[src/rtl/ftrans_vputy_issue_if.sv]
// Command and matrix-register issue bus between the format-transfer controller,
// ftrans_vputy_issue (slave side) and the matrix-register file.
interface ftrans_vputy_issue_if #(
    parameter int MRX_IND_WTH  = 5,
    parameter int MRX_ADDR_WTH = 9
);
    logic [4:0]              ftransctl_vputy__code_i;
    logic [MRX_IND_WTH-1:0]  ftransctl_vputy__mrs0_index_i;
    logic [MRX_ADDR_WTH-1:0] ftransctl_vputy__mrs0_addr_i;
    logic [5:0]              ftransctl_vputy__sv_code_i;
    logic [2:0]              ftransctl_vputy__mtx_sel_h_i;
    logic [MRX_IND_WTH-1:0]  ftransctl_vputy__mrd_index_i;
    logic [MRX_ADDR_WTH-1:0] ftransctl_vputy__mrd_addr_i;
    logic [7:0]              ftransctl_vputy__strobe_h_i;
    logic                    vputy_issue__ready_i;

    logic                    issue_mrx__rd_en_o;
    logic [MRX_IND_WTH-1:0]  issue_mrx__rd_index_o;
    logic [MRX_ADDR_WTH-1:0] issue_mrx__rd_addr_o;
    logic                    issue_mrx__wr_en_o;
    logic [MRX_IND_WTH-1:0]  issue_mrx__wr_index_o;
    logic [MRX_ADDR_WTH-1:0] issue_mrx__wr_addr_o;
    logic [5:0]              issue_mrx__sv_code_o;
    logic [2:0]              issue_mrx__mtx_sel_h_o;
    logic [7:0]              issue_mrx__strobe_h_o;

    modport master (
        output ftransctl_vputy__code_i, ftransctl_vputy__mrs0_index_i,
               ftransctl_vputy__mrs0_addr_i, ftransctl_vputy__sv_code_i,
               ftransctl_vputy__mtx_sel_h_i, ftransctl_vputy__mrd_index_i,
               ftransctl_vputy__mrd_addr_i, ftransctl_vputy__strobe_h_i,
               vputy_issue__ready_i,
        input  issue_mrx__rd_en_o, issue_mrx__rd_index_o, issue_mrx__rd_addr_o,
               issue_mrx__wr_en_o, issue_mrx__wr_index_o, issue_mrx__wr_addr_o,
               issue_mrx__sv_code_o, issue_mrx__mtx_sel_h_o, issue_mrx__strobe_h_o
    );

    modport slave (
        input  ftransctl_vputy__code_i, ftransctl_vputy__mrs0_index_i,
               ftransctl_vputy__mrs0_addr_i, ftransctl_vputy__sv_code_i,
               ftransctl_vputy__mtx_sel_h_i, ftransctl_vputy__mrd_index_i,
               ftransctl_vputy__mrd_addr_i, ftransctl_vputy__strobe_h_i,
               vputy_issue__ready_i,
        output issue_mrx__rd_en_o, issue_mrx__rd_index_o, issue_mrx__rd_addr_o,
               issue_mrx__wr_en_o, issue_mrx__wr_index_o, issue_mrx__wr_addr_o,
               issue_mrx__sv_code_o, issue_mrx__mtx_sel_h_o, issue_mrx__strobe_h_o
    );
endinterface

[src/rtl/ftrans_vputy_issue.sv]
// Command FIFO plus matrix-register read/write issue between ftransctl and vputy.
// Define FTRANS_ISSUE_PERF_EN to add the issue/stall performance counters.
module ftrans_vputy_issue #(
    parameter int MRX_IND_WTH  = 5,
    parameter int MRX_ADDR_WTH = 9,
    parameter int FIFO_DEPTH   = 16,
    parameter int RD_LAT       = 2
) (
    input  logic                          clk_i,
    input  logic                          rst_n_i,
    ftrans_vputy_issue_if.slave           bus,
    input  logic                          regmap_issue__clr_ovf_i,
    output logic                          regmap_issue__ovf_o,
    output logic                          regmap_issue__done_o,
    output logic                          regmap_issue__idle_o,
    output logic [$clog2(FIFO_DEPTH):0]   regmap_issue__level_o
`ifdef FTRANS_ISSUE_PERF_EN
    ,
    output logic [15:0]                   regmap_issue__issue_cnt_o,
    output logic [15:0]                   regmap_issue__stall_cnt_o
`endif
);

    localparam int AW = $clog2(FIFO_DEPTH);
    localparam int LW = AW + 1;

    localparam logic [1:0] ST_IDLE  = 2'd0;
    localparam logic [1:0] ST_RUN   = 2'd1;
    localparam logic [1:0] ST_DRAIN = 2'd2;
    localparam logic [1:0] ST_DONE  = 2'd3;

    typedef struct packed {
        logic [4:0]              code;
        logic [MRX_IND_WTH-1:0]  src_idx;
        logic [MRX_ADDR_WTH-1:0] src_addr;
        logic [5:0]              sv_code;
        logic [2:0]              mtx_sel;
        logic [MRX_IND_WTH-1:0]  dst_idx;
        logic [MRX_ADDR_WTH-1:0] dst_addr;
        logic [7:0]              strobe;
    } cmd_t;

    typedef struct packed {
        logic                    valid;
        logic [MRX_IND_WTH-1:0]  idx;
        logic [MRX_ADDR_WTH-1:0] addr;
        logic [5:0]              sv_code;
        logic [2:0]              mtx_sel;
        logic [7:0]              strobe;
    } wr_t;

    cmd_t                    mem_q [FIFO_DEPTH];
    logic [LW-1:0]           wr_ptr_q, rd_ptr_q, level;
    logic [1:0]              state_q, state_d;
    logic                    ovf_q, ovf_d;
    logic                    rd_en_q;
    logic [MRX_IND_WTH-1:0]  rd_idx_q;
    logic [MRX_ADDR_WTH-1:0] rd_addr_q;
    wr_t                     dl_q [0:RD_LAT];

    cmd_t push_cmd, head;
    logic push_req, fifo_empty, fifo_full, pop, push_acc, drop, dl_busy;
    logic unused_code;

    assign level      = wr_ptr_q - rd_ptr_q;
    assign fifo_empty = (level == '0);
    assign fifo_full  = (level == LW'(FIFO_DEPTH));
    assign push_req   = bus.ftransctl_vputy__code_i[0];
    assign pop        = !fifo_empty && bus.vputy_issue__ready_i;
    // A full FIFO still takes a push when the head leaves in the same cycle.
    assign push_acc   = push_req && (!fifo_full || pop);
    assign drop       = push_req && !push_acc;
    assign head       = mem_q[rd_ptr_q[AW-1:0]];

    assign push_cmd = '{
        code:     bus.ftransctl_vputy__code_i,
        src_idx:  bus.ftransctl_vputy__mrs0_index_i,
        src_addr: bus.ftransctl_vputy__mrs0_addr_i,
        sv_code:  bus.ftransctl_vputy__sv_code_i,
        mtx_sel:  bus.ftransctl_vputy__mtx_sel_h_i,
        dst_idx:  bus.ftransctl_vputy__mrd_index_i,
        dst_addr: bus.ftransctl_vputy__mrd_addr_i,
        strobe:   bus.ftransctl_vputy__strobe_h_i
    };

    assign unused_code = ^{head.code, bus.ftransctl_vputy__code_i[4:1]};

    // NOTE: storage array has no reset; only pointers define which entries are live.
    always_ff @(posedge clk_i) begin
        if (push_acc) begin
            mem_q[wr_ptr_q[AW-1:0]] <= push_cmd;
        end
    end

    // NOTE: state registers use non-blocking assignments so every flop samples pre-edge values.
    always_ff @(posedge clk_i or negedge rst_n_i) begin
        if (!rst_n_i) begin
            wr_ptr_q <= '0;
            rd_ptr_q <= '0;
            state_q  <= ST_IDLE;
            ovf_q    <= 1'b0;
        end else begin
            if (push_acc) wr_ptr_q <= wr_ptr_q + LW'(1);
            if (pop)      rd_ptr_q <= rd_ptr_q + LW'(1);
            state_q <= state_d;
            ovf_q   <= ovf_d;
        end
    end

    always_comb begin
        dl_busy = 1'b0;
        for (int i = 0; i <= RD_LAT; i++) begin
            dl_busy = dl_busy | dl_q[i].valid;
        end
    end

    always_comb begin
        // NOTE: defaults first so no branch leaves a comb output unassigned (no latch).
        state_d = state_q;
        ovf_d   = ovf_q;
        if (drop) begin
            ovf_d = 1'b1;
        end else if (regmap_issue__clr_ovf_i) begin
            ovf_d = 1'b0;
        end
        case (state_q)
            ST_IDLE:  if (push_acc) state_d = ST_RUN;
            ST_RUN:   if (!push_req) state_d = ST_DRAIN;
            ST_DRAIN: begin
                if (push_acc) begin
                    state_d = ST_RUN;
                end else if (fifo_empty && !dl_busy && !push_req) begin
                    state_d = ST_DONE;
                end
            end
            ST_DONE:  state_d = ST_IDLE;
            default:  state_d = ST_IDLE;
        endcase
    end

    // Read port is one register stage after the pop; the write side follows
    // RD_LAT further stages behind it and never stalls.
    always_ff @(posedge clk_i or negedge rst_n_i) begin
        if (!rst_n_i) begin
            rd_en_q   <= 1'b0;
            rd_idx_q  <= '0;
            rd_addr_q <= '0;
            for (int i = 0; i <= RD_LAT; i++) begin
                dl_q[i] <= '0;
            end
        end else begin
            rd_en_q        <= pop;
            dl_q[0].valid  <= pop;
            if (pop) begin
                rd_idx_q        <= head.src_idx;
                rd_addr_q       <= head.src_addr;
                dl_q[0].idx     <= head.dst_idx;
                dl_q[0].addr    <= head.dst_addr;
                dl_q[0].sv_code <= head.sv_code;
                dl_q[0].mtx_sel <= head.mtx_sel;
                dl_q[0].strobe  <= head.strobe;
            end
            for (int i = 1; i <= RD_LAT; i++) begin
                dl_q[i] <= dl_q[i-1];
            end
        end
    end

    assign bus.issue_mrx__rd_en_o     = rd_en_q;
    assign bus.issue_mrx__rd_index_o  = rd_idx_q;
    assign bus.issue_mrx__rd_addr_o   = rd_addr_q;
    assign bus.issue_mrx__wr_en_o     = dl_q[RD_LAT].valid;
    assign bus.issue_mrx__wr_index_o  = dl_q[RD_LAT].idx;
    assign bus.issue_mrx__wr_addr_o   = dl_q[RD_LAT].addr;
    assign bus.issue_mrx__sv_code_o   = dl_q[RD_LAT].sv_code;
    assign bus.issue_mrx__mtx_sel_h_o = dl_q[RD_LAT].mtx_sel;
    assign bus.issue_mrx__strobe_h_o  = dl_q[RD_LAT].strobe;

    assign regmap_issue__ovf_o   = ovf_q;
    assign regmap_issue__done_o  = (state_q == ST_DONE);
    assign regmap_issue__idle_o  = (state_q == ST_IDLE);
    assign regmap_issue__level_o = level;

`ifdef FTRANS_ISSUE_PERF_EN
    logic [15:0] issue_cnt_q, stall_cnt_q;
    logic        run_start;

    assign run_start = (state_q == ST_IDLE) && push_acc;

    always_ff @(posedge clk_i or negedge rst_n_i) begin
        if (!rst_n_i) begin
            issue_cnt_q <= '0;
            stall_cnt_q <= '0;
        end else if (run_start) begin
            issue_cnt_q <= '0;
            stall_cnt_q <= '0;
        end else begin
            if (rd_en_q && (issue_cnt_q != 16'hFFFF)) begin
                issue_cnt_q <= issue_cnt_q + 16'd1;
            end
            if (!fifo_empty && !bus.vputy_issue__ready_i && (stall_cnt_q != 16'hFFFF)) begin
                stall_cnt_q <= stall_cnt_q + 16'd1;
            end
        end
    end

    assign regmap_issue__issue_cnt_o = issue_cnt_q;
    assign regmap_issue__stall_cnt_o = stall_cnt_q;
`endif

endmodule

[src/flat_wrapper.sv]
// flat-port wrapper written by rule: the top's interface ports become plain ports
module ftrans_vputy_issue_flat 
#(
    parameter int MRX_IND_WTH  = 5,
    parameter int MRX_ADDR_WTH = 9,
    parameter int FIFO_DEPTH   = 16,
    parameter int RD_LAT       = 2
)
  (clk_i, rst_n_i, regmap_issue__clr_ovf_i, regmap_issue__ovf_o, regmap_issue__done_o, regmap_issue__idle_o, regmap_issue__level_o, bus_ftransctl_vputy__code_i, bus_ftransctl_vputy__mrs0_index_i, bus_ftransctl_vputy__mrs0_addr_i, bus_ftransctl_vputy__sv_code_i, bus_ftransctl_vputy__mtx_sel_h_i, bus_ftransctl_vputy__mrd_index_i, bus_ftransctl_vputy__mrd_addr_i, bus_ftransctl_vputy__strobe_h_i, bus_vputy_issue__ready_i, bus_issue_mrx__rd_en_o, bus_issue_mrx__rd_index_o, bus_issue_mrx__rd_addr_o, bus_issue_mrx__wr_en_o, bus_issue_mrx__wr_index_o, bus_issue_mrx__wr_addr_o, bus_issue_mrx__sv_code_o, bus_issue_mrx__mtx_sel_h_o, bus_issue_mrx__strobe_h_o);
  ftrans_vputy_issue_if #(.MRX_IND_WTH(MRX_IND_WTH), .MRX_ADDR_WTH(MRX_ADDR_WTH)) bus_i ();
  input  logic clk_i;
  input  logic rst_n_i;
  input  logic regmap_issue__clr_ovf_i;
  output logic regmap_issue__ovf_o;
  output logic regmap_issue__done_o;
  output logic regmap_issue__idle_o;
  output logic [$clog2(FIFO_DEPTH):0] regmap_issue__level_o;
  input wire logic [$bits(bus_i.ftransctl_vputy__code_i)-1:0] bus_ftransctl_vputy__code_i;
  input wire logic [$bits(bus_i.ftransctl_vputy__mrs0_index_i)-1:0] bus_ftransctl_vputy__mrs0_index_i;
  input wire logic [$bits(bus_i.ftransctl_vputy__mrs0_addr_i)-1:0] bus_ftransctl_vputy__mrs0_addr_i;
  input wire logic [$bits(bus_i.ftransctl_vputy__sv_code_i)-1:0] bus_ftransctl_vputy__sv_code_i;
  input wire logic [$bits(bus_i.ftransctl_vputy__mtx_sel_h_i)-1:0] bus_ftransctl_vputy__mtx_sel_h_i;
  input wire logic [$bits(bus_i.ftransctl_vputy__mrd_index_i)-1:0] bus_ftransctl_vputy__mrd_index_i;
  input wire logic [$bits(bus_i.ftransctl_vputy__mrd_addr_i)-1:0] bus_ftransctl_vputy__mrd_addr_i;
  input wire logic [$bits(bus_i.ftransctl_vputy__strobe_h_i)-1:0] bus_ftransctl_vputy__strobe_h_i;
  input wire logic [$bits(bus_i.vputy_issue__ready_i)-1:0] bus_vputy_issue__ready_i;
  output wire logic [$bits(bus_i.issue_mrx__rd_en_o)-1:0] bus_issue_mrx__rd_en_o;
  output wire logic [$bits(bus_i.issue_mrx__rd_index_o)-1:0] bus_issue_mrx__rd_index_o;
  output wire logic [$bits(bus_i.issue_mrx__rd_addr_o)-1:0] bus_issue_mrx__rd_addr_o;
  output wire logic [$bits(bus_i.issue_mrx__wr_en_o)-1:0] bus_issue_mrx__wr_en_o;
  output wire logic [$bits(bus_i.issue_mrx__wr_index_o)-1:0] bus_issue_mrx__wr_index_o;
  output wire logic [$bits(bus_i.issue_mrx__wr_addr_o)-1:0] bus_issue_mrx__wr_addr_o;
  output wire logic [$bits(bus_i.issue_mrx__sv_code_o)-1:0] bus_issue_mrx__sv_code_o;
  output wire logic [$bits(bus_i.issue_mrx__mtx_sel_h_o)-1:0] bus_issue_mrx__mtx_sel_h_o;
  output wire logic [$bits(bus_i.issue_mrx__strobe_h_o)-1:0] bus_issue_mrx__strobe_h_o;
  assign bus_i.ftransctl_vputy__code_i = bus_ftransctl_vputy__code_i;
  assign bus_i.ftransctl_vputy__mrs0_index_i = bus_ftransctl_vputy__mrs0_index_i;
  assign bus_i.ftransctl_vputy__mrs0_addr_i = bus_ftransctl_vputy__mrs0_addr_i;
  assign bus_i.ftransctl_vputy__sv_code_i = bus_ftransctl_vputy__sv_code_i;
  assign bus_i.ftransctl_vputy__mtx_sel_h_i = bus_ftransctl_vputy__mtx_sel_h_i;
  assign bus_i.ftransctl_vputy__mrd_index_i = bus_ftransctl_vputy__mrd_index_i;
  assign bus_i.ftransctl_vputy__mrd_addr_i = bus_ftransctl_vputy__mrd_addr_i;
  assign bus_i.ftransctl_vputy__strobe_h_i = bus_ftransctl_vputy__strobe_h_i;
  assign bus_i.vputy_issue__ready_i = bus_vputy_issue__ready_i;
  assign bus_issue_mrx__rd_en_o = bus_i.issue_mrx__rd_en_o;
  assign bus_issue_mrx__rd_index_o = bus_i.issue_mrx__rd_index_o;
  assign bus_issue_mrx__rd_addr_o = bus_i.issue_mrx__rd_addr_o;
  assign bus_issue_mrx__wr_en_o = bus_i.issue_mrx__wr_en_o;
  assign bus_issue_mrx__wr_index_o = bus_i.issue_mrx__wr_index_o;
  assign bus_issue_mrx__wr_addr_o = bus_i.issue_mrx__wr_addr_o;
  assign bus_issue_mrx__sv_code_o = bus_i.issue_mrx__sv_code_o;
  assign bus_issue_mrx__mtx_sel_h_o = bus_i.issue_mrx__mtx_sel_h_o;
  assign bus_issue_mrx__strobe_h_o = bus_i.issue_mrx__strobe_h_o;
  ftrans_vputy_issue #(.MRX_IND_WTH(MRX_IND_WTH), .MRX_ADDR_WTH(MRX_ADDR_WTH), .FIFO_DEPTH(FIFO_DEPTH), .RD_LAT(RD_LAT)) u_core (.clk_i(clk_i), .rst_n_i(rst_n_i), .bus(bus_i), .regmap_issue__clr_ovf_i(regmap_issue__clr_ovf_i), .regmap_issue__ovf_o(regmap_issue__ovf_o), .regmap_issue__done_o(regmap_issue__done_o), .regmap_issue__idle_o(regmap_issue__idle_o), .regmap_issue__level_o(regmap_issue__level_o));
endmodule
[config.mk]
export PLATFORM = sky130hd
export DESIGN_NAME = ftrans_vputy_issue_flat
export DESIGN_NICKNAME = d
export VERILOG_FILES = /design/src/rtl/ftrans_vputy_issue_if.sv /design/src/rtl/ftrans_vputy_issue.sv /design/src/flat_wrapper.sv
export SDC_FILE = /design/constraint.sdc
export NUM_CORES = 1
export LEC_CHECK = 0
export ABC_AREA = 1
export BUFFER_PORTS_ARGS = -buffer_cell sky130_fd_sc_hd__buf_2
export CAP_MARGIN = 20
export CORE_ASPECT_RATIO = 1.1
export CORE_MARGIN = 10
export CORE_UTILIZATION = 38
export DETAILED_ROUTE_END_ITERATION = 10
export PLACE_DENSITY = 0.51
export SLEW_MARGIN = 20
export SYNTH_ARGS = -nofsm -noshare
export SYNTH_HDL_FRONTEND = slang
export SYNTH_SLANG_ARGS = --single-unit
export TNS_END_PERCENT = 100
[constraint.sdc]
create_clock -name clk_i -period 6.43 [get_ports clk_i]
set_input_delay 0.3215 -clock clk_i [delete_from_list [all_inputs] [get_ports clk_i]]
set_output_delay 0.3215 -clock clk_i [all_outputs]
set_load 0.05 [all_outputs]
; Word level (Yosys, flattened, before mapping)
; Memory sizes are Yosys's and may differ from the RTL's. A register that Yosys moved wholly into a read port is not among the register bits.
; Cells that the tools add are included.
[op_classes]
n_reduce_logical = 16
eq_ne = 7
add_sub_neg = 3
n_bitwise = 2
mux = 9
[ops]
columns = operator, n
row1 = $add A5 B1 Y5 const B, 2
row2 = $mux W2, 4
row3 = $pmux W2 S4, 1
row4 = $logic_not A1 Y1, 6
row5 = $eq A5 B5 Y1 const B, 1
row6 = $logic_and A1 B1 Y1, 5
row7 = $logic_not A5 Y1, 1
row8 = $sub A5 B5 Y5, 1
row9 = $eq A2 B2 Y1 const B, 2
row10 = $mux W1, 4
row11 = $ne A3 B1 Y1 const B, 1
row12 = $reduce_and A3 Y1, 1
row13 = $eq A2 B1 Y1 const B, 1
row14 = $logic_not A2 Y1, 1
row15 = $ne A2 B1 Y1 const B, 1
row16 = $ne A2 B2 Y1 const B, 1
row17 = $or A1 B1 Y1, 2
row18 = $reduce_bool A2 Y1, 1
row19 = $logic_or A1 B1 Y1, 1
[word_totals]
regBits = 78
ram_bits = 800
inputBits = 54
mem_count = 1
[memory_table]
columns = memory, depth, width, rd, rd_ports_with_merged_regs, wr, line_no
row1 = u_core.mem_q, 16, 50, 1, 1, 1, ftrans_vputy_issue.sv:52  ; cmd_t mem_q [FIFO_DEPTH];

; Depth between registers and ports, before layout
; Gate-level depths: netlist (run 1).
[logic_depth]
ltp_word = 9
depth_mapped = 15

; Worst setup path before layout (run 1)
; OpenSTA, ideal clock, no wires.
[synth_timing]
path_kind = register to register
start = register u_core.rd_ptr_q[2]
end = memory u_core.mem_q[0][0] (netlist name) (enable)
path_stages_with_launch = 13
path_slack_ns = 1.204
period_less_slack_ns = 5.226
arrival_time_ns = 4.779
required_ns = 5.983
path_buffers = 2
path_cell_list = dfrtp_1 -> clkbuf_1 -> clkinv_1 -> clkbuf_1 -> ha_1 -> xnor2_1 -> or2_1 -> nor2_4 -> nand2_1 -> nand2_2 -> inv_2 -> nand2_1 -> nor2_1
[synth_between]
elab_chain_cells = 8
elab_cells_between_ends = 10
classes_between = add/sub (1) / eq/ne (1) / mux (2) / reduce/logical (6)
[synth_lines]
columns = item, line_no
row1 = "start, declared", ftrans_vputy_issue.sv:53  ; logic [LW-1:0] wr_ptr_q, rd_ptr_q, level;
row2 = "start signal, assigned", ftrans_vputy_issue.sv:104  ; if (pop) rd_ptr_q <= rd_ptr_q + LW'(1);
row3 = $sub A5 B5 Y5 *, ftrans_vputy_issue.sv:65  ; assign level = wr_ptr_q - rd_ptr_q;
row4 = named net regmap_issue__level_o[2], flat_wrapper.sv:17  ; output logic [$clog2(FIFO_DEPTH):0] regmap_issue__level_o;
row5 = $logic_not A5 Y1, ftrans_vputy_issue.sv:66  ; assign fifo_empty = (level == '0);
row6 = $logic_not A1 Y1, ftrans_vputy_issue.sv:69  ; assign pop = !fifo_empty && bus.vputy_issue__ready_i;
row7 = $logic_and A1 B1 Y1, ftrans_vputy_issue.sv:69
row8 = $logic_or A1 B1 Y1 *, ftrans_vputy_issue.sv:71  ; assign push_acc = push_req && (!fifo_full || pop);
row9 = $logic_and A1 B1 Y1 *, ftrans_vputy_issue.sv:71
row10 = $mux W1 *, ftrans_vputy_issue.sv:90  ; if (push_acc) begin
row11 = $mux W1 (not written as such) *, ftrans_vputy_issue.sv:91  ; mem_q[wr_ptr_q[AW-1:0]] <= push_cmd;
row12 = "end, declared", ftrans_vputy_issue.sv:52
; The timed path passes the listed nets; every way through them passes the cells marked *.

; Worst setup path in the final report (run 1)
[layout_timing]
start = register u_core.rd_ptr_q[0]
end = memory u_core.mem_q[14][4] (netlist name) (enable)
[layout_between]
elab_chain_cells = 8
elab_cells_between_ends = 10
classes_between = add/sub (1) / eq/ne (1) / mux (2) / reduce/logical (6)
[layout_lines]
columns = item, line_no
row1 = $sub A5 B5 Y5 *, ftrans_vputy_issue.sv:65
row2 = $logic_not A5 Y1, ftrans_vputy_issue.sv:66
row3 = $logic_not A1 Y1, ftrans_vputy_issue.sv:69
row4 = $logic_and A1 B1 Y1, ftrans_vputy_issue.sv:69
row5 = $logic_or A1 B1 Y1 *, ftrans_vputy_issue.sv:71
row6 = $logic_and A1 B1 Y1 *, ftrans_vputy_issue.sv:71
row7 = $mux W1 *, ftrans_vputy_issue.sv:90
row8 = $mux W1 (not written as such) *, ftrans_vputy_issue.sv:91
; Mark *: on every way between the ends. The rest lies on a longest branch, timed or not.

==> reports/metrics.csv, run 1 <==
stage,metric,value,unit
die,Core ar.,84900,um2
clock_network,htree depth,3,
global_routing,vias in the first global route,19800,
pwr,pwr dens,484,nW/um2
detailed_routing,initial drt markers,1664,
die,IO Count,109,
global_routing,first-pass GRT wire length,123000,um
sta,RSZ-0062 raised after global routing,no,
worst_setup_path,CP Class,reg -> reg,
sta,fin crit period,4.00,ns
sta,Final period util,0.622,
yosys,syn_nets,2590,
yosys,register area share after synthesis,0.758,
worst_setup_path,Critical Path Fanout Max,55,
layout,Layout area overhead,13.8,%
yosys,Synth Cell Area,32600,um2
layout,Final nets,2648,
clock_network,clk_lat worst skew,0.64,ns
pwr,Final Power,17.9,mW
detailed_routing,number of vias per cell,5.16,
detailed_routing,post-route ant nets,0,
die,# rows,112,
detailed_routing,Routed WL per cell,21.3,um
worst_setup_path,r2r setup slk,2.43,ns
detailed_routing,via count,19600,
sta,clk_skew,0.0204,ns
sta,Least-Margin Pin Slew,0.965,ns
worst_setup_path,FF-to-FF path depth,13,
clock_network,worst-case clock buffer depth,3,
detailed_routing,drt pass-1 iters,5,
place,DP HPWL,41800,um
place,GP Congestion,0.751,
worst_hold_path,Worst Hold Launch,bus_ftransctl_vputy__mrs0_addr_i[1],
yosys,Synth top area share,0.664,
place,Port Buffers,104,
worst_setup_path,critical path capture point type,flop,
die,Die Wd,299,um
sta,fmax,250,MHz
layout,share of cells above drive strength 1,0.121,
sta,Setup Viol. Count Final,0,
pwr,VDD IR max,0.000379,V
yosys,mean post-synth cell area,12.9,um2
clock_network,Worst-path clk slew,0.06,ns
sta,Sum Neg Setup Slack,0,ns
run,Max-Cap Viols,0,
yosys,synth top area cells,"edfxtp_1 (66%), dfrtp_1 (9.4%), o21ai_0 (5.5%)",
worst_hold_path,Worst Hold Depth,1,
yosys,Netlist cell types,31,
yosys,"FF+latch count, synth",843,
die,Initial Util,0.384,
global_routing,pin count of the biggest net entering global routing,198,
die,Die ar.,97800,um2
sta,Max Slew Vio Count,0,
worst_hold_path,Tightest Hold Check Type,in -> reg,
clock_network,CTS Buf Count,88,
detailed_routing,DRC Markers,0,
worst_setup_path,crit path from,u_core.rd_ptr_q[0],
clock_network,Clock Sinks,843,
yosys,synth warn,0,
die,DIE HEIGHT,327,um
yosys,Main synth FF type,edfxtp_1,
pwr,P_leak,13.0,nW
yosys,Post-synth ARST share,0.146,
yosys,Post-synth EDFFs,720,
yosys,Synth top cells by count,"edfxtp_1 (720), nor2_1 (450), o21ai_0 (358)",
global_routing,initial antenna violation count,11,
worst_setup_path,CP max-delay cell,buf_4,
sta,Slew headroom,0.357,
global_routing,GR Util All Layers,0.164,
worst_setup_path,Critical Path Max Stage Delay,0.74,ns
worst_setup_path,Most Frequent Cell on Critical Path,nand2_1,
yosys,top-count cell post-synth,edfxtp_1,
worst_setup_path,Critical Path AT,4.26,ns
yosys,Yosys top cell by area,edfxtp_1,
worst_setup_path,"Req. time, crit path",6.69,ns
sta,Hold Fails Final Rpt,0,
worst_setup_path,critical-path cell list,ha_1 -> fa_1 -> nand3b_1 -> nand2_1 -> nand2_1 -> nand2_1 -> nor2_1 -> nand2_1 -> nand2_2 -> inv_2 -> nand2_1 -> nor2_4 -> buf_4,
clock_network,clock root buffer,clkbuf_16,
detailed_routing,Routed WL,80800,um
worst_setup_path,CP Launch Type,flop,
clock_network,CTS tree,built,
yosys,Synth Instances,2526,
global_routing,Congestion Overflow GR,0,
run_status,status,"finished, final reports clean",
worst_setup_path,Reg-to-Reg Start,u_core.rd_ptr_q[0],
## routing by layer
| layer | GRT usage | wire (um) | up-vias |
|---|---|---|---|
| met5 | 0 | 40 | - |
| met4 | 0.0550 | 2100 | 6 |
| met3 | 0.0284 | 4300 | 146 |
| met2 | 0.277 | 39100 | 472 |
| met1 | 0.211 | 35300 | 9870 |
| li1 | - | - | 9108 |
## state kept, by name (all words and copies together), names as in the netlist
name                               count
u_core.bus.issue_mrx__rd_index_o       5
u_core.bus.issue_mrx__rd_addr_o        9
u_core.rd_ptr_q                        5
u_core.state_q                         2
u_core.bus.issue_mrx__strobe_h_o       8
u_core.regmap_issue__ovf_o             1
u_core.mem_q                         720
u_core.wr_ptr_q                        5
u_core.bus.issue_mrx__wr_addr_o        9
u_core.bus.issue_mrx__rd_en_o          1
u_core.bus.issue_mrx__mtx_sel_h_o      3
u_core.bus.issue_mrx__sv_code_o        6
u_core.bus.issue_mrx__wr_index_o       5
u_core.bus.issue_mrx__wr_en_o          1
u_core.dl_q                           63
## cell type report
cell class	instances	area [um2]
Timing Repair Buffer	150	967
Clock inverter	30	280
Inverter	68	264
Antenna cell	5	12.5
Tap cell	1140	1430
Fill cell	7755	47800
Sequential cell	843	24700
Clock buffer	133	2590
Multi-Input combinational cell	1433	6830
## power by group
part / switching, mW / internal (mW) / leakage (nW)
registers: 0.376 / 6.80 / 8.00
logic: 4.30 / 1.47 / 3.58
clock network: 2.06 / 2.95 / 1.37
total: 6.73 / 11.2 / 13.0
## path summary, 6_finish.rpt
path / to
max: u_core.mem_q[14][4]
min: u_core.mem_q[4][32]
max reg2reg: u_core.mem_q[14][4]
min reg2reg: u_core.bus.issue_mrx__wr_addr_o[0]
max in group asynchronous: u_core.rd_ptr_q[0]
min in group asynchronous: u_core.dl_q[87]
## metrics by stage
| stage | setup slack (ns) | instances | instance area [um2] | hold WS, ns | util |
|---|---|---|---|---|---|
| after floorplan | 1.20 | 2526 | 32600 | 0.0259 | - |
| after global placement | 2.43 | 3631 | 34200 | 0.333 | 0.402 |
| after detailed placement | 2.40 | 3631 | 34200 | 0.335 | 0.402 |
| after CTS | 2.38 | 3797 | 37100 | 0.0202 | 0.436 |
| after global routing | 2.14 | 3801 | 37100 | 0.0472 | 0.437 |
| final | 2.43 | 3802 | 37100 | 0.0553 | 0.437 |
## worst max-delay path, delay by kind of cell, from the launching register on
kind                       cells  cell delay [ns]
and+or+nand+nor                9             1.15
buffers and inverters          2             0.90
adders and majority gates      2             0.75
DFF                            1             0.73
## cells by family (layout without fill, tap and decap cells)
logic type | after synthesis | in the layout | synth area share
xor gates and xnor gates | 4 | 4 | 0.00108
other | 0 | 5 | 0
DFF | 843 | 843 | 0.758
buffers and inverters | 250 | 381 | 0.0360
AOI/OAI and AO/OA | 571 | 571 | 0.0991
adders and majority gates | 10 | 10 | 0.00407
and+or+nand+nor | 848 | 848 | 0.102
## timing repair
| item | in CTS | in global routing |
|---|---|---|
| resized for setup | 0 | 0 |
| endpoints found under the hold margin | 69 | 0 |
| hold buffers | 3 | 0 |
| buffers inserted | 0 | 0 |
## cell usage in the layout (no fill, tap or decap), types with 36 or more instances in the layout
cell	Yosys	routed
o21ai_0	358	358
clkbuf_16	0	95
nor2_1	450	433
buf_4	34	36
dfrtp_1	123	120
edfxtp_1	720	720
o211ai_1	65	65
nand3_1	36	36
buf_2	48	103
o22ai_1	90	90
inv_1	62	61
nand2_1	334	334
No activity file was read; power rests on OpenSTA's default activity.
==> inputs of run 2 (changes only) <==
Clock period 6.43 ns to 3.8 ns, I/O delays scaled along.
==> run 2 against run 1 <==
  * Via count grew 1.3%
  * Critical path depth grew 1
  * Hold slack gained 0.037 ns
  * Fmax grew 18%
  * Die area is the same
  * Setup slack lost 2.0 ns
  * Clock skew is essentially flat
  * Non-clock buffer count grew 61
  * Combinational power grew 82%
  * Final area grew 2.2%
  * Global-route usage grew 0.17 points
  * Register-to-register slack lost 2.0 ns
  * Critical path type unchanged
  * Critical endpoint is now u_core.mem_q[2][18]
  * Largest power group unchanged
==> reports/metrics.csv, run 2 (same netlist as run 1, synthesis figures left out) <==
stage,metric,value,unit,change
place,Port Buffers,104,,unchanged
clock_network,htree depth,3,,unchanged
pwr,internal power,19.2,mW,+71%
layout,Final Util,0.446,,+0.00953
worst_setup_path,crit path buf inv count,3,,+1
pwr,VDD IR max,0.000840,V,+120%
detailed_routing,Routed WL per cell,21.4,um,+0.60%
die,Die ar.,97800,um2,unchanged
worst_setup_path,"Req. time, crit path",4.12,ns,-2.57 ns
place,GP Congestion,0.746,,-0.68%
pwr,switch share,0.376,,+0.00122
worst_setup_path,Most Frequent Cell on Critical Path,nand2_1,,
place,pre-CTS setup slack,0.381,ns,-2.02 ns
global_routing,vias in the first global route,20000,,+0.79%
layout,share of cells above drive strength 1,0.127,,+0.00579
sta,fin crit period,3.39,ns,-0.607 ns
worst_hold_path,Tightest Hold Check Type,in -> reg,,
layout,"most common cell after layout, fill and taps aside",edfxtp_1,,
die,# rows,112,,unchanged
detailed_routing,initial drt markers,1671,,+0.42%
worst_setup_path,CP max-delay cell,fa_1,,
place,Inst Count DP,3646,,+0.41%
die,Core ar.,84900,um2,unchanged
global_routing,initial antenna violation count,1,,-10
global_routing,GR Util All Layers,0.165,,+0.00166
sta,Sum Neg Setup Slack,0,ns,unchanged
pwr,Comb power frac,0.340,,+0.018
layout,Finished Layout Cells,3858,,+1.5%
worst_setup_path,CP Class,reg -> reg,,
worst_setup_path,critical path capture point type,flop,,
worst_setup_path,Critical Path AT,3.71,ns,-0.55 ns
clock_network,clock root buffer,clkbuf_16,,
sta,RSZ-0062 raised after global routing,no,,
sta,Hold Fails Final Rpt,0,,unchanged
global_routing,Congestion Overflow GR,0,,unchanged
sta,Least-Margin Pin Slew,1.02,ns,+0.0573 ns
pwr,Switching Power,11.6,mW,+72%
clock_network,Worst-path clk slew,0.06,ns,about the same
worst_setup_path,"delay-heaviest family, CP",simple AND/OR/NAND/NOR gates,,
global_routing,pin count of the biggest net entering global routing,194,,-2.0%
sta,Slew headroom,0.319,,-0.0382
layout,Final nets,2709,,+2.3%
pwr,P_leak,13.3,nW,+3.0%
detailed_routing,number of vias per cell,5.14,,-0.21%
layout,Layout area overhead,16.3,%,
detailed_routing,Routed WL,82500,um,+2.1%
global_routing,first-pass GRT wire length,124000,um,+1.3%
detailed_routing,post-route ant nets,0,,unchanged
worst_setup_path,Critical Path Max Stage Delay,0.47,ns,-0.27 ns
pwr,Clock power frac,0.273,,-0.006
die,Initial Util,0.384,,unchanged
sta,fmax,295,MHz,+18%
clock_network,Clock Sinks,843,,unchanged
layout,most frequent cells in the layout,"edfxtp_1 (720), nor2_1 (433), o21ai_0 (358)",,
layout,final instance area,37900,um2,+2.2%
sta,Hold Slack,0.0924,ns,+0.0371 ns
worst_setup_path,Critical Path Fanout Max,21,,-62%
detailed_routing,drt pass-1 iters,5,,unchanged
run,Max-Cap Viols,0,,unchanged
clock_network,clk_lat worst skew,0.64,ns,about the same
layout,max reg flops,720,,unchanged
worst_setup_path,critical-path cell list,inv_1 -> ha_1 -> fa_1 -> nand3b_1 -> nand2_1 -> nand2_1 -> nand2_1 -> nor2_1 -> nand2_1 -> nand2_2 -> inv_2 -> nand2_1 -> nor2_4 -> buf_12,,
die,Die Wd,299,um,unchanged
place,DP HPWL,43600,um,+4.3%
sta,post-route setup slack,0.408,ns,-2.02 ns
pwr,Seq pwr share,0.387,,-0.013
layout,fill count,7665,,-1.2%
clock_network,CTS Buf Count,88,,unchanged
detailed_routing,DRC Markers,0,,unchanged
clock_network,worst-case clock buffer depth,3,,unchanged
pwr,pwr dens,812,nW/um2,+68%
worst_setup_path,r2r setup slk,0.41,ns,-2.02 ns
sta,clk_skew,0.0207,ns,+0.000350 ns
clock_network,CTS tree,built,,
sta,Max Slew Vio Count,0,,unchanged
pwr,Final Power,30.8,mW,+71%
sta,Final period util,0.893,,+0.271
die,DIE HEIGHT,327,um,unchanged
detailed_routing,via count,19800,,+1.3%
worst_setup_path,CP Launch Type,flop,,
run_status,status,"finished, final reports clean",,
place,placed cell area,34600,um2,+1.1%
sta,Setup Viol. Count Final,0,,unchanged
die,IO Count,109,,unchanged
[run 2: cell types whose count changed in the layout (fill, tap and decap cells not counted), moves of 2 or more]
cell,change
diode_2,-4
clkinv_1,+5
clkbuf_1,-12
clkinv_2,+11
dlygate4sd3_1,+46
buf_12,+20
buf_4,-5
clkinv_4,+2
clkinvlp_4,-8
[run 2: layer usage]
layer | track usage | up-vias | share of wire
li1 | - | 9240 | -
met1 | 0.221 | 10100 | 0.45
met2 | 0.278 | 437 | 0.49
met3 | 0.0265 | 97 | 0.048
met4 | 0.0427 | 0 | 0.017
met5 | 0 | - | 0
[run 2: worst paths after layout]
| check | startpoint | endpoint | depth (start not counted) |
|---|---|---|---|
| max | u_core.wr_ptr_q[0] | u_core.mem_q[2][18] | 14 |
| min | bus_vputy_issue__ready_i | u_core.bus.issue_mrx__rd_addr_o[7] | 4 |
| max reg2reg | u_core.wr_ptr_q[0] | u_core.mem_q[2][18] | 14 |
| min reg2reg | u_core.dl_q[44] | u_core.bus.issue_mrx__sv_code_o[1] | 0 |
| max in group asynchronous | rst_n_i | u_core.dl_q[44] | 3 |
| min in group asynchronous | rst_n_i | u_core.dl_q[56] | 2 |
[run 2: power groups by stage]
stage               clock, mW  sequential, mW  combinational [mW]
global placement            0            12.1                10.4
finish                   8.41            11.9                10.5
detailed placement          0            12.1                10.5
global route             9.00            12.0                11.5
floorplan                   0            12.3                6.95
CTS                      8.60            11.9                10.6
[run 2: worst reg2reg max path, delay by kind of cell, from the launching register on]
kind | cells | cell delay (ns)
adder cells (fa/ha/maj) | 2 | 0.70
buffers and inverters | 3 | 0.51
flip-flops | 1 | 0.41
AND/OR/NAND/NOR | 9 | 1.45
[run 2: cell type report]
class | instances | area, um2 | share of cell area
Antenna cell | 1 | 2.50 | 0.0000660
Clock buffer | 122 | 2540 | 0.0671
Clock inverter | 40 | 304 | 0.00802
Inverter | 68 | 264 | 0.00697
Multi-Input combinational cell | 1433 | 6850 | 0.181
Sequential cell | 843 | 24700 | 0.652
Tap cell | 1140 | 1430 | 0.0376
Timing Repair Buffer | 211 | 1790 | 0.0473
[run 2: repair_timing]
item | in CTS | in global routing
hold endpoints to repair | 803 | 0
hold buffers | 49 | 0
setup buffers | 0 | 0
endpoints found under the setup margin | 0 | 0
resized for setup | 0 | 0
